`src/rtl/eye_pkg.sv`:
```
// Shared types and constants for the ALU write-back slice.
// Holds the buffered entry layout and the ALU opcodes that set carry.
package eye_pkg;
    localparam int DATA_W = 16;
    localparam int ADDR_W = 4;
    localparam int DEPTH  = 2;

    localparam logic [3:0] ALU_ADD = 4'b0000;
    localparam logic [3:0] ALU_SUB = 4'b0001;

    typedef struct packed {
        logic [DATA_W-1:0] data;
        logic [ADDR_W-1:0] addr;
    } wb_entry_t;

    function automatic logic sets_carry(input logic [3:0] sel);
        return (sel == ALU_ADD) || (sel == ALU_SUB);
    endfunction
endpackage

```
`src/rtl/alu_writeback_if.sv`:
```
// Result-in / write-back-out handshake bundle plus flag outputs.
// master drives ALU results and consumes write-backs; slave is the block.
interface alu_writeback_if;
    import eye_pkg::*;

    logic              res_valid_in;
    logic              res_ready_out;
    logic [DATA_W-1:0] res_in;
    logic              c_in;
    logic [3:0]        alu_sel_in;
    logic [ADDR_W-1:0] rd_addr_in;
    logic              flag_we_in;
    logic              flush_in;
    logic              wb_valid_out;
    logic              wb_ready_in;
    logic [DATA_W-1:0] wb_data_out;
    logic [ADDR_W-1:0] wb_addr_out;
    logic              carry_flag_out;
    logic              zero_flag_out;
    logic              neg_flag_out;

    modport master (
        output res_valid_in, res_in, c_in, alu_sel_in,
        output rd_addr_in, flag_we_in, flush_in, wb_ready_in,
        input  res_ready_out, wb_valid_out, wb_data_out,
        input  wb_addr_out, carry_flag_out, zero_flag_out,
        input  neg_flag_out
    );

    modport slave (
        input  res_valid_in, res_in, c_in, alu_sel_in,
        input  rd_addr_in, flag_we_in, flush_in, wb_ready_in,
        output res_ready_out, wb_valid_out, wb_data_out,
        output wb_addr_out, carry_flag_out, zero_flag_out,
        output neg_flag_out
    );
endinterface

```
`src/rtl/wb_skid_buf.sv`:
```
// Two-entry in-order result buffer; caller gates push/pop by full/empty/flush.
// Storage is cleared on reset so the head reads zero while in reset.
module wb_skid_buf
    import eye_pkg::*;
(
    input  logic      clk,
    input  logic      rst_n,
    input  logic      push,
    input  logic      pop,
    input  logic      flush,
    input  wb_entry_t din,
    output wb_entry_t dout,
    output logic      full,
    output logic      empty
);
    logic [1:0] r_cnt;
    logic       r_wptr;
    logic       r_rptr;
    wb_entry_t  r_mem [DEPTH];

    assign full  = (r_cnt == 2'(DEPTH));
    assign empty = (r_cnt == 2'd0);
    assign dout  = r_mem[r_rptr];

    always_ff @(posedge clk or negedge rst_n) begin
        if (!rst_n) begin
            r_cnt  <= 2'd0;
            r_wptr <= 1'b0;
            r_rptr <= 1'b0;
            for (int i = 0; i < DEPTH; i++) r_mem[i] <= '0;
        end else if (flush) begin
            r_cnt  <= 2'd0;
            r_wptr <= 1'b0;
            r_rptr <= 1'b0;
        end else begin
            if (push) begin
                r_mem[r_wptr] <= din;
                r_wptr        <= ~r_wptr;
            end
            if (pop) r_rptr <= ~r_rptr;
            r_cnt <= r_cnt + {1'b0, push} - {1'b0, pop};
        end
    end
endmodule

```
`src/rtl/alu_writeback.sv`:
```
// ALU write-back stage: buffers results for the register file and
// maintains carry/zero/negative flags from accepted results.
module alu_writeback
    import eye_pkg::*;
(
    input  logic            clk,
    input  logic            rst_n,
    alu_writeback_if.slave  bus
);
    logic      w_full;
    logic      w_empty;
    logic      w_push;
    logic      w_pop;
    wb_entry_t w_din;
    wb_entry_t w_head;
    logic      r_carry;
    logic      r_zero;
    logic      r_neg;

    // Flush wins over both handshakes so nothing moves on that edge.
    assign w_push = bus.res_valid_in & ~w_full & ~bus.flush_in;
    assign w_pop  = ~w_empty & bus.wb_ready_in & ~bus.flush_in;

    assign w_din.data = bus.res_in;
    assign w_din.addr = bus.rd_addr_in;

    wb_skid_buf u_buf (
        .clk   (clk),
        .rst_n (rst_n),
        .push  (w_push),
        .pop   (w_pop),
        .flush (bus.flush_in),
        .din   (w_din),
        .dout  (w_head),
        .full  (w_full),
        .empty (w_empty)
    );

    assign bus.res_ready_out  = ~w_full;
    assign bus.wb_valid_out   = ~w_empty;
    assign bus.wb_data_out    = w_head.data;
    assign bus.wb_addr_out    = w_head.addr;
    assign bus.carry_flag_out = r_carry;
    assign bus.zero_flag_out  = r_zero;
    assign bus.neg_flag_out   = r_neg;

    always_ff @(posedge clk or negedge rst_n) begin
        if (!rst_n) begin
            r_carry <= 1'b0;
            r_zero  <= 1'b0;
            r_neg   <= 1'b0;
        end else if (w_push && bus.flag_we_in) begin
            r_zero <= (bus.res_in == '0);
            r_neg  <= bus.res_in[DATA_W-1];
            if (sets_carry(bus.alu_sel_in)) r_carry <= bus.c_in;
        end
    end
endmodule

```
`src/flat_wrapper.sv`:
```
// flat-port wrapper written by rule: the top's interface ports become plain ports
module alu_writeback_flat import eye_pkg::*;
  (clk, rst_n, bus_res_valid_in, bus_res_in, bus_c_in, bus_alu_sel_in, bus_rd_addr_in, bus_flag_we_in, bus_flush_in, bus_wb_ready_in, bus_res_ready_out, bus_wb_valid_out, bus_wb_data_out, bus_wb_addr_out, bus_carry_flag_out, bus_zero_flag_out, bus_neg_flag_out);
  alu_writeback_if bus_i ();
  input  logic clk;
  input  logic rst_n;
  input wire logic [$bits(bus_i.res_valid_in)-1:0] bus_res_valid_in;
  input wire logic [$bits(bus_i.res_in)-1:0] bus_res_in;
  input wire logic [$bits(bus_i.c_in)-1:0] bus_c_in;
  input wire logic [$bits(bus_i.alu_sel_in)-1:0] bus_alu_sel_in;
  input wire logic [$bits(bus_i.rd_addr_in)-1:0] bus_rd_addr_in;
  input wire logic [$bits(bus_i.flag_we_in)-1:0] bus_flag_we_in;
  input wire logic [$bits(bus_i.flush_in)-1:0] bus_flush_in;
  input wire logic [$bits(bus_i.wb_ready_in)-1:0] bus_wb_ready_in;
  output wire logic [$bits(bus_i.res_ready_out)-1:0] bus_res_ready_out;
  output wire logic [$bits(bus_i.wb_valid_out)-1:0] bus_wb_valid_out;
  output wire logic [$bits(bus_i.wb_data_out)-1:0] bus_wb_data_out;
  output wire logic [$bits(bus_i.wb_addr_out)-1:0] bus_wb_addr_out;
  output wire logic [$bits(bus_i.carry_flag_out)-1:0] bus_carry_flag_out;
  output wire logic [$bits(bus_i.zero_flag_out)-1:0] bus_zero_flag_out;
  output wire logic [$bits(bus_i.neg_flag_out)-1:0] bus_neg_flag_out;
  assign bus_i.res_valid_in = bus_res_valid_in;
  assign bus_i.res_in = bus_res_in;
  assign bus_i.c_in = bus_c_in;
  assign bus_i.alu_sel_in = bus_alu_sel_in;
  assign bus_i.rd_addr_in = bus_rd_addr_in;
  assign bus_i.flag_we_in = bus_flag_we_in;
  assign bus_i.flush_in = bus_flush_in;
  assign bus_i.wb_ready_in = bus_wb_ready_in;
  assign bus_res_ready_out = bus_i.res_ready_out;
  assign bus_wb_valid_out = bus_i.wb_valid_out;
  assign bus_wb_data_out = bus_i.wb_data_out;
  assign bus_wb_addr_out = bus_i.wb_addr_out;
  assign bus_carry_flag_out = bus_i.carry_flag_out;
  assign bus_zero_flag_out = bus_i.zero_flag_out;
  assign bus_neg_flag_out = bus_i.neg_flag_out;
  alu_writeback u_core (.clk(clk), .rst_n(rst_n), .bus(bus_i));
endmodule
```
`config.mk`:
```
export PLATFORM = sky130hd
export DESIGN_NAME = alu_writeback_flat
export DESIGN_NICKNAME = d
export VERILOG_FILES = /design/src/rtl/eye_pkg.sv /design/src/rtl/alu_writeback_if.sv /design/src/rtl/wb_skid_buf.sv /design/src/rtl/alu_writeback.sv /design/src/flat_wrapper.sv
export SDC_FILE = /design/constraint.sdc
export NUM_CORES = 1
export LEC_CHECK = 0
export BUFFER_PORTS_ARGS = -buffer_cell sky130_fd_sc_hd__buf_2
export CORE_ASPECT_RATIO = 1.4
export CORE_MARGIN = 2
export CORE_UTILIZATION = 52
export DETAILED_ROUTE_END_ITERATION = 8
export PLACE_DENSITY_LB_ADDON = 0.15
export SYNTH_ARGS = -nofsm -noshare
export SYNTH_HDL_FRONTEND = slang
export SYNTH_HIERARCHICAL = 1
export SYNTH_SLANG_ARGS = --single-unit
```
`constraint.sdc`:
```
create_clock -name clk -period 2.4 [get_ports clk]
set_clock_uncertainty 0.2 [all_clocks]
set_input_delay 0 -clock clk [delete_from_list [all_inputs] [get_ports clk]]
set_output_delay 0 -clock clk [all_outputs]
set_load 0.1 [all_outputs]
```
==> impl_metrics.prom <==
# TYPE chip_impl_metric gauge
chip_impl_metric{name="start_util",unit=""} 0.543
chip_impl_metric{name="cellInternalPower",unit="W"} 0.00185
chip_impl_info{name="cts-root-buf",value="sky130_fd_sc_hd__clkbuf_8"} 1
chip_impl_info{name="cts_tree",value="done"} 1
chip_impl_metric{name="power.static_leakage",unit="nW"} 1.34
chip_impl_metric{name="met2_usage",unit=""} 0.393
chip_impl_metric{name="critical_path.max_fanout",unit=""} 4
chip_impl_metric{name="mappedNetlistArea",unit="sq mm"} 0.00215
chip_impl_metric{name="placement.io_buffers",unit=""} 54
chip_impl_metric{name="synth_area_per_cell",unit="sq um"} 15.0
chip_impl_metric{name="vias",unit=""} 1443
chip_impl_metric{name="finalCriticalPeriod",unit="ns"} 2.19
chip_impl_metric{name="p_seq_frac",unit=""} 0.330
chip_impl_metric{name="placedCellCount",unit=""} 241
chip_impl_metric{name="max-slew-margin-rel",unit=""} 0.337
chip_impl_metric{name="setup-violations-final",unit=""} 0
chip_impl_info{name="worstHoldPathType",value="in -> reg"} 1
chip_impl_metric{name="yosysUniqueCellTypes",unit=""} 20
chip_impl_info{name="critical_path_start_end_classification",value="reg -> reg"} 1
chip_impl_metric{name="global_route.usage.met1",unit=""} 0.216
chip_impl_metric{name="grt_pass1_wl",unit="mm"} 7.09
chip_impl_info{name="path_delay_family",value="simple AND/OR/NAND/NOR gates"} 1
chip_impl_info{name="synthTopCellsByArea",value="sky130_fd_sc_hd__dfrtp_1 (55%), sky130_fd_sc_hd__mux2_2 (31%), sky130_fd_sc_hd__mux2_1 (1.6%)"} 1
chip_impl_metric{name="cts_setup_buffers",unit=""} 0
chip_impl_metric{name="synthesis.yosys.warnings",unit=""} 6
chip_impl_metric{name="comb_power_share",unit=""} 0.533
chip_impl_info{name="worstReg2RegEnd",value="u_core/bus.carry_flag_out"} 1
chip_impl_info{name="critPathCaptureType",value="flip-flop"} 1
chip_impl_metric{name="gr-usage-met3",unit=""} 0.0486
chip_impl_metric{name="wl_per_cell",unit="microns"} 15.3
chip_impl_info{name="grt.busiest_layer",value="met2"} 1
chip_impl_metric{name="drt-initial-drc-count",unit=""} 40
chip_impl_metric{name="cp_slowest_stage_delay",unit="ns"} 0.56
chip_impl_metric{name="first_pass_iters",unit=""} 4
chip_impl_metric{name="syn_nets",unit=""} 176
chip_impl_metric{name="cts_made_buffers",unit=""} 5
chip_impl_metric{name="timing.final.crit_share",unit=""} 0.911
chip_impl_metric{name="timing.max_cap.violations",unit=""} 0
chip_impl_metric{name="via_count_of_the_first_global_routing_pass",unit=""} 1574
chip_impl_metric{name="groute.usage.overall",unit=""} 0.206
chip_impl_metric{name="routed_via_density",unit=""} 5.23
chip_impl_metric{name="syn_to_final_growth",unit="%"} 33.2
chip_impl_info{name="crit-reg2reg-launch",value="u_core/u_buf/r_cnt[1]"} 1
chip_impl_metric{name="hold-worst-slack",unit="ns"} -0.00396
chip_impl_metric{name="num-nets-final",unit=""} 265
chip_impl_metric{name="synth_seq_area_share",unit=""} 0.548
chip_impl_metric{name="core_area",unit="sq mm"} 0.00395
chip_impl_metric{name="vdd.ir_drop.worst",unit="uV"} 985
chip_impl_info{name="grt_setup_unrepaired",value="no"} 1
chip_impl_metric{name="worst_setup_hold_path_clk_slew",unit="ns"} 0.08
chip_impl_metric{name="power_density",unit="mW/mm^2"} 1280
chip_impl_metric{name="placement_rows",unit=""} 27
chip_impl_metric{name="hold_viol",unit=""} 1
chip_impl_metric{name="total_wirelength_of_the_detailed_routed_design",unit="mm"} 4.24
chip_impl_metric{name="critical_path_buffers_and_inverters",unit=""} 1
chip_impl_info{name="run_status",value="finished with violations"} 1
chip_impl_metric{name="numClockSinks",unit=""} 47
chip_impl_metric{name="grt_antenna_before_repair",unit=""} 0
chip_impl_metric{name="rr_worst_depth",unit=""} 5
chip_impl_metric{name="actual_slew_at_the_worst_max_slew_pin",unit="ns"} 0.995
chip_impl_metric{name="cts-root-to-sink-buffers",unit=""} 2
chip_impl_metric{name="routabilityCongestion",unit=""} 0.763
chip_impl_metric{name="die_width",unit="microns"} 58.3
chip_impl_info{name="failing_checks",value="hold timing"} 1
chip_impl_metric{name="cts-htree-levels",unit=""} 2
chip_impl_metric{name="dieArea",unit="sq mm"} 0.00466
chip_impl_metric{name="clkLatencyLatePin",unit="ns"} 0.29
chip_impl_metric{name="final_ant_viol_nets",unit=""} 0
chip_impl_metric{name="place_hpwl",unit="mm"} 3.08
chip_impl_metric{name="grt_start_max_net_pins",unit=""} 48
chip_impl_metric{name="p_sw_frac",unit=""} 0.494
chip_impl_metric{name="synthesis_stage_register_bit_count",unit=""} 47
chip_impl_info{name="critical-path-slowest-cell",value="sky130_fd_sc_hd__dlygate4sd3_1"} 1
chip_impl_metric{name="post-synth-top-area-fraction",unit=""} 0.548
chip_impl_metric{name="top_level_ports",unit=""} 56
chip_impl_metric{name="final_cells",unit=""} 276
chip_impl_metric{name="hold_path_depth",unit=""} 4
chip_impl_metric{name="die-height",unit="microns"} 80.0
chip_impl_info{name="worst_setup_path_start_kind",value="flip-flop"} 1
chip_impl_metric{name="timing.critical_path.arrival",unit="ns"} 2.17
chip_impl_info{name="timing.hold.worst.start",value="bus_wb_ready_in"} 1
chip_impl_info{name="holdPathEnd",value="u_core/u_buf/r_rptr"} 1
chip_impl_metric{name="slew_viol_final",unit=""} 0
chip_impl_metric{name="insertedDiodeCount",unit=""} 0
chip_impl_metric{name="power.clock.fraction",unit=""} 0.137
chip_impl_metric{name="setup-tns-final",unit="ns"} 0
chip_impl_metric{name="max_freq",unit="MHz"} 457
chip_impl_metric{name="grt_overflow_total",unit=""} 0
chip_impl_metric{name="syn_inst",unit=""} 143
chip_impl_metric{name="final_layout_size_suffix_gt1_frac",unit=""} 0.558
chip_impl_info{name="synth_top_area_cell",value="sky130_fd_sc_hd__dfrtp_1"} 1
chip_impl_metric{name="net-switching-power",unit="W"} 0.00180
chip_impl_metric{name="reg2reg_setup_slack",unit="ns"} 0.21
chip_impl_metric{name="post_route_drc_violation_count",unit=""} 0
chip_impl_info{name="crit_path_cell_trace",value="nor2b_1, nand4bb_4, nor4_4, mux2_1, dlygate4sd3_1"} 1
chip_impl_metric{name="timing.critical_path.required",unit="ns"} 2.38
-- per-stage QoR --
stage          utilization  cell area [sq um]  setup WS (ns)  power [W]  hold slack [ns]
6_report             0.723               2860          0.214    0.00365         -0.00396
5_1_grt              0.723               2860          0.134    0.00382          0.00658
4_1_cts              0.723               2860          0.204    0.00369         0.000365
3_5_place_dp         0.630               2490          0.387    0.00314           0.0245
3_3_place_gp         0.630               2490          0.431    0.00307         -0.00157
2_1_floorplan            -               2150          0.425    0.00285           -0.496
-- worst max path at each step --
stage | from | to | slack (ns) | cells past startpoint
5_1_grt | u_core/u_buf/r_cnt[1] | u_core/bus.carry_flag_out | 0.13 | 5
4_1_cts | u_core/u_buf/r_cnt[1] | u_core/bus.carry_flag_out | 0.20 | 5
3_5_place_dp | u_core/u_buf/r_cnt[1] | u_core/u_buf/r_mem[22] | 0.39 | 5
6_report | u_core/u_buf/r_cnt[1] | u_core/bus.carry_flag_out | 0.21 | 5
3_3_place_gp | u_core/u_buf/r_cnt[1] | u_core/u_buf/r_mem[28] | 0.43 | 5
2_1_floorplan | u_core/u_buf/r_cnt[1] | u_core/u_buf/r_mem[22] | 0.42 | 5
-- cell usage in the layout, fill, tap and decap left out --
master                          netlist  final
sky130_fd_sc_hd__nor4_4               1      1
sky130_fd_sc_hd__nor2b_1              2      2
sky130_fd_sc_hd__mux2_1               3      3
sky130_fd_sc_hd__xnor2_1              2      2
sky130_fd_sc_hd__nor3b_1              2      2
sky130_fd_sc_hd__dlygate4sd3_1        0     27
sky130_fd_sc_hd__nand3b_1             1      1
sky130_fd_sc_hd__nor4_1               4      4
sky130_fd_sc_hd__nand4bb_4            1      1
sky130_fd_sc_hd__buf_2                2     54
sky130_fd_sc_hd__xnor3_1              1      1
sky130_fd_sc_hd__buf_4                4      7
sky130_fd_sc_hd__inv_1                4      4
sky130_fd_sc_hd__clkbuf_1             0      1
sky130_fd_sc_hd__clkbuf_8             0      7
sky130_fd_sc_hd__o21ai_1              1      1
sky130_fd_sc_hd__nor3b_4              0      1
sky130_fd_sc_hd__nand4_1              1      1
sky130_fd_sc_hd__dfrtp_1             47     47
sky130_fd_sc_hd__mux2_2              59     59
sky130_fd_sc_hd__nor2_1               4      4
sky130_fd_sc_hd__nand2_1              1      1
sky130_fd_sc_hd__ha_1                 2      2
-- state kept, by name (all words and copies together) (netlist names) --
register	cells
u_core/bus.neg_flag_out	1
u_core/bus.carry_flag_out	1
u_core/u_buf/r_mem	40
u_core/u_buf/r_rptr	1
u_core/bus.zero_flag_out	1
u_core/u_buf/r_cnt	2
u_core/u_buf/r_wptr	1
-- power groups by stage --
stage / registers [W] / logic (W) / clock network (W)
2_1_floorplan: 0.00124 / 0.00162 / 0
3_3_place_gp: 0.00119 / 0.00188 / 0
3_5_place_dp: 0.00122 / 0.00191 / 0
4_1_cts: 0.00121 / 0.00196 / 0.000520
5_1_grt: 0.00124 / 0.00203 / 0.000552
6_report: 0.00120 / 0.00195 / 0.000501
-- synth_stat cells, drive strengths merged --
cell type,instances
nand2,1
nand4bb,1
nor3b,3
mux2,62
xnor3,1
ha,2
xnor2,2
o21ai,1
inv,4
nor2b,2
nor4,5
dfrtp,47
buf,6
nand4,1
nor2,4
nand3b,1
-- layer usage --
metal  up-vias  wire length [microns]
met1       717                   1540
met2        37                   2470
met4         0                     54
li1        683                      -
met3         6                    166
met5         -                      0
-- repair_timing --
action / 4_1_cts / 5_1_grt
endpoints found under the hold margin: 94 / 0
gates resized for setup: 0 / 0
hold buffers: 27 / 0
-- kinds of logic after synthesis --
group                    Yosys count  share of synthesized area
AO/OA/AOI/OAI                      1                    0.00233
XOR/XNOR                           3                     0.0187
multiplexers                      62                      0.325
buffers and inverters             10                     0.0257
adder cells (fa/ha/maj)            2                     0.0117
AND/OR/NAND/NOR                   18                     0.0682
flip-flops                        47                      0.548
-- tightest hold or removal path, cell delays in order --
cell and delay (ns):
sky130_fd_sc_hd__buf_2 0.09, sky130_fd_sc_hd__nor3b_1 0.16, sky130_fd_sc_hd__xnor2_1 0.16, sky130_fd_sc_hd__nor2_1 0.04
-- cell type report --
| cell class | instances | area, sq um |
|---|---|---|
| well taps | 43 | 53.8 |
| repair buffers | 88 | 593 |
| fillers | 283 | 1090 |
| flip-flops and latches | 47 | 1180 |
| clock buffers | 8 | 100 |
| multi-input cells | 86 | 921 |
| inverters | 4 | 15.0 |
No activity file was read; power rests on OpenSTA's default activity.
